--- config.mk ---
export PLATFORM = sky130hd
export DESIGN_NAME = add_later
export DESIGN_NICKNAME = d
export VERILOG_FILES = /design/src/rtl/add_later_pkg.sv /design/src/rtl/add_later_stage.sv /design/src/rtl/add_later.sv
export SDC_FILE = /design/constraint.sdc
export NUM_CORES = 1
export LEC_CHECK = 0
export CORE_AREA = 2 2 49 51
export CTS_BUF_LIST = sky130_fd_sc_hd__clkbuf_4 sky130_fd_sc_hd__clkbuf_8 sky130_fd_sc_hd__clkbuf_16
export CTS_CLUSTER_DIAMETER = 200
export CTS_CLUSTER_SIZE = 10
export DETAILED_ROUTE_END_ITERATION = 10
export DIE_AREA = 0 0 51 53
export GPL_TIMING_DRIVEN = 0
export SYNTH_ARGS = -nofsm -noshare
export SYNTH_HDL_FRONTEND = slang
export SYNTH_SLANG_ARGS = --single-unit
--- constraint.sdc ---
create_clock -name clk -period 1.77 [get_ports clk]
set_clock_uncertainty 0.1 [all_clocks]
set_input_delay 0.354 -clock clk [delete_from_list [all_inputs] [get_ports clk]]
set_output_delay 0.354 -clock clk [all_outputs]
set_load 0.1 [all_outputs]
--- src/rtl/add_later_pkg.sv ---
// rtl/add_later_pkg.sv - shared widths and pipeline stage record for add_later
package add_later_pkg;

    localparam int DATA_W_DEFAULT = 4;
    localparam int DIFF_W         = DATA_W_DEFAULT + 1;
    localparam int SUM_W          = DATA_W_DEFAULT + 2;

    typedef struct packed {
        logic                      valid;
        logic                      rangeErr;
        logic [DATA_W_DEFAULT-1:0] a;
    } stage_t;

endpackage

--- src/rtl/add_later_stage.sv ---
// rtl/add_later_stage.sv - one pipeline stage register with shared advance enable
module add_later_stage
    import add_later_pkg::*;
#(
    parameter type T = stage_t
) (
    input  logic clk,
    input  logic rst,
    input  logic adv,
    input  T     d,
    output T     q
);

    // Valid always shifts on advance; payload only follows a valid item so
    // bubbles leave the previous contents in place.
    always_ff @(posedge clk) begin
        if (rst) begin
            q <= '0;
        end else if (adv) begin
            q.valid <= d.valid;
            if (d.valid) begin
                q.rangeErr <= d.rangeErr;
                q.a        <= d.a;
            end
        end
    end

endmodule

--- src/rtl/add_later.sv ---
// rtl/add_later.sv - pipelined a = diff + b rebuild with stall handshake; optional ADD_LATER_ERRCNT_EN
module add_later
    import add_later_pkg::*;
#(
    parameter int LATENCY = 3,
    parameter int DATA_W  = DATA_W_DEFAULT
) (
    input  logic              clk,
    input  logic              rst,
    input  logic              validIn,
    output logic              readyOut,
    input  logic [DATA_W:0]   diffIn,
    input  logic [DATA_W-1:0] bIn,
    output logic              validOut,
    input  logic              readyIn,
    output logic [DATA_W-1:0] aOut,
    output logic              rangeErrOut
`ifdef ADD_LATER_ERRCNT_EN
    ,
    output logic [7:0]        errCountOut
`endif
);

    typedef struct packed {
        logic              valid;
        logic              rangeErr;
        logic [DATA_W-1:0] a;
    } stageW_t;

    logic [DATA_W+1:0] sum;
    logic              rangeErr;
    logic              adv;
    stageW_t           stg [LATENCY+1];

    // Both operands fit in DATA_W+1 bits, so the top bit flags a negative sum
    // and the next one flags an overflow past 2^DATA_W-1.
    assign sum      = {diffIn[DATA_W], diffIn} + {2'b00, bIn};
    assign rangeErr = sum[DATA_W+1] | sum[DATA_W];

    assign stg[0].valid    = validIn;
    assign stg[0].rangeErr = rangeErr;
    assign stg[0].a        = sum[DATA_W-1:0];

    genvar i;
    generate
        for (i = 0; i < LATENCY; i++) begin : g_stage
            add_later_stage #(
                .T (stageW_t)
            ) u_stage (
                .clk (clk),
                .rst (rst),
                .adv (adv),
                .d   (stg[i]),
                .q   (stg[i+1])
            );
        end
    endgenerate

    // Outputs read as idle while reset is held, before the registers clear.
    assign validOut    = stg[LATENCY].valid & ~rst;
    assign rangeErrOut = stg[LATENCY].rangeErr & ~rst;
    assign aOut        = rst ? '0 : stg[LATENCY].a;

    assign adv      = readyIn | ~validOut;
    assign readyOut = adv;

`ifdef ADD_LATER_ERRCNT_EN
    logic [7:0] errCnt;

    always_ff @(posedge clk) begin
        if (rst) begin
            errCnt <= '0;
        end else if (validOut && readyIn && rangeErrOut && (errCnt != 8'hFF)) begin
            errCnt <= errCnt + 8'd1;
        end
    end

    assign errCountOut = errCnt;
`endif

endmodule

==> flow_summary_export.csv <==
group,metric,value,unit
cells_and_area,largestRegisters,"g_stage.u_stage.q (18)",
worst_setup_path,crit_path_end_kind,"primary output",
clock_network,clk_latency,0.28,ns
cells_and_area,final_area,1160,sq um
detailed_routing,first_pass_iters,4,
grt,grt_pass1_vias,685,
timing,drv_slew,0,
yosys,ys_warn_count,0,
yosys,syn_inst,92,
yosys,synth_top_area_share,43.1,%
cells_and_area,layout-drive-gt1-share,23.3,%
die,die_y,53,um
clock_network,clkSlewWorstSetupHoldPaths,0.09,ns
yosys,synth_area_leaders,"dfxtp_1, nand2_1, a21oi_1, ha_1, nor2b_1",
timing,rsz0062_at_grt,"true",
clock_network,cts_tree,"yes",
worst_setup_path,required,1.32,ns
die,ioPinCount,20,
placement,dp_hpwl,1200,um
detailed_routing,via_count,708,
yosys,ys_ff_latch,18,
worst_hold_path,worstHoldPathCells,2,
worst_setup_path,path_max_fanout,3,
timing,fmax,580,MHz
placement,place_area,1090,sq um
power,leakagePower,0.000470,uW
placement,finalWeightedCongestion,0.684,
cells_and_area,areaGrowthSynthToFinish,38.3,%
cells_and_area,nets,136,
grt,grt_max_degree,11,
worst_setup_path,worst_setup_path_start_kind,"register",
worst_setup_path,r2r_slack,0.19,ns
grt,grt_first_pass_wirelength,2700,um
clock_network,cts.sinks,18,
clock_network,h-tree-depth,1,
worst_setup_path,cp.arrival,1.27,ns
grt,grt-ovfl-total,0,
cells_and_area,num_antenna_cells,0,
timing,finalSetupViolations,0,
placement,port_buffers,19,
detailed_routing,routedWlPerCell,10.7,um
yosys,yosysTopAreaCell,"dfxtp_1",
power,ir_worst_vdd,0.348,mV
die,coreArea,2150,sq um
die,placementRows,17,
worst_setup_path,crit_type,"register to primary output",
timing,min_period,1.72,ns
yosys,synth_seq_area_share,43.1,%
timing,tns,0,ns
yosys,syn-cell-area,836,sq um
flow_run,drv_cap,0,
placement,place_inst,139,
timing,hold_viol_final,0,
yosys,mappedNetlistNets,110,
cells_and_area,stdcell_count,144,
die,start_util,38.9,%
cells_and_area,largest_reg_flops,18,
timing,timing.hold.ws,0.358,ns
clock_network,root_buffer,"clkbuf_4",
grt,antenna_found_initial,0,
detailed_routing,ant_nets,0,
detailed_routing,viasPerCell,4.92,
power,power_density,702,nW/um^2
timing,worst_slew_pin_slew,0.483,ns
detailed_routing,drtIter0Drc,3,
timing,relSlewSlack,68.0,%
worst_hold_path,hold_end,"g_stage[0].u_stage.q[2]",
die,dieWidth,51,um
worst_hold_path,min_from,"g_stage[0].u_stage.q[2]",
detailed_routing,wl,1540,um
cells_and_area,largest-register,"g_stage.u_stage.q",
worst_setup_path,r2r-end,"g_stage[0].u_stage.q[4]",
worst_hold_path,hold_path_class,"register to register",
grt,grt_usage,13.7,%
detailed_routing,drc,0,
worst_setup_path,rr_worst_depth,6,
power,total_power,811,uW
yosys,ys_types,28,
clock_network,cts_buffer_depth,2,
worst_setup_path,r2r_start,"g_stage[2].u_stage.q[5]",
run_status,outcome,"completed",
cells_and_area,fill_cells,207,
yosys,avgSynthCellArea,9.08,sq um
clock_network,numCtsBuffers,3,
die,die-area,2700,sq um
timing,post-route-period-util,97.4,%
## report_power, final
part	switching, uW	internal [uW]
sequential	10.2	428
combinational	98.1	81.0
clock	114	78.9
## area by class of cell
| type | count | area (sq um) | share of cell area, % |
|---|---|---|---|
| multi-input cells | 66 | 477 | 41.2 |
| flip-flops and latches | 18 | 362 | 31.3 |
| inverters | 4 | 15.0 | 1.30 |
| well taps | 28 | 35.0 | 3.03 |
| repair buffers | 21 | 219 | 18.9 |
| plain buffers | 4 | 26.3 | 2.27 |
| clock buffers | 3 | 22.5 | 1.95 |
## synthesized netlist by cell type
cell type	number
nand2_1	14
a211oi_2	1
nand3b_1	1
a211oi_1	1
o21ai_0	1
a21o_1	1
buf_1	2
xnor2_1	1
fa_1	1
ha_1	4
buf_2	1
dfxtp_1	18
o31ai_1	1
inv_1	4
o2111ai_1	1
o211ai_1	1
mux2i_1	2
nand2_4	1
a21oi_1	10
nor2_1	4
nand2b_1	1
buf_6	1
o22a_1	5
xor2_1	1
and2_4	1
or3b_1	1
nand3_1	5
nor2b_1	7
## worst max-delay path by stage
stage	start	endpoint	slack, ns	depth (start not counted)
4_1_cts	rst	aOut[1]	0.003	4
3_3_place_gp	rst	aOut[0]	-1.07	4
6_report	g_stage[2].u_stage.q[5]	readyOut	0.05	3
3_5_place_dp	rst	aOut[0]	-1.09	4
2_1_floorplan	rst	aOut[0]	-0.07	2
5_1_grt	diffIn[1]	g_stage[0].u_stage.q[4]	-0.04	7
## worst max-delay path, cell delays in order, from the launching register on
cell and delay [ns]:
dfxtp_2 0.35, or3b_1 0.36, buf_6 0.13, buf_12 0.15
## metrics by stage
stage / util [%] / setup WS (ns)
floorplan: - / -0.0692
global placement: 50.8 / -1.07
detailed placement: 50.8 / -1.09
CTS: 52.2 / 0.00311
global route: 53.8 / -0.0363
finish: 53.8 / 0.0460
## cell usage in the layout, fill, tap and decap left out, types with 2 or more instances in the layout
cell | synthesis | routed
dfxtp_1 | 18 | 17
nand2_1 | 14 | 14
a21oi_1 | 10 | 10
clkdlybuf4s50_1 | 0 | 8
nand3_1 | 5 | 5
o22a_1 | 5 | 5
clkbuf_4 | 0 | 4
nor2b_4 | 0 | 4
nor2_1 | 4 | 4
inv_1 | 4 | 3
buf_6 | 1 | 3
ha_1 | 4 | 3
dlygate4sd2_1 | 0 | 3
nor2b_2 | 0 | 2
buf_1 | 2 | 2
mux2i_1 | 2 | 2
buf_12 | 0 | 2
buf_2 | 1 | 2
buf_4 | 0 | 2
## metal layers
layer  vias up  part of all wire (%)  GRT usage [%]
li1        368                     -              -
met1       317                    42           13.6
met2        21                    52           25.3
met3         2                   4.6           2.82
met4         0                   1.6           9.46
met5         -                     0              0
## what timing repair did
action                                  4_1_cts  5_1_grt
setup buffers                                 2        0
hold buffers                                  0        0
endpoints found under the setup margin        8        6
resized for setup                            51       10
endpoints found under the hold margin         0        0
pin swaps                                     6        2
## cell families after synthesis
| kind of cell | after synthesis | synth area share, % |
|---|---|---|
| buffers and inverters | 8 | 4.64 |
| and+or+nand+nor | 35 | 21.4 |
| AOI/OAI and AO/OA | 22 | 18.0 |
| adders and majority gates | 5 | 8.38 |
| muxes | 2 | 2.40 |
| DFF | 18 | 43.1 |
| xor gates and xnor gates | 2 | 2.10 |
Power figures use the tool's default switching activity.
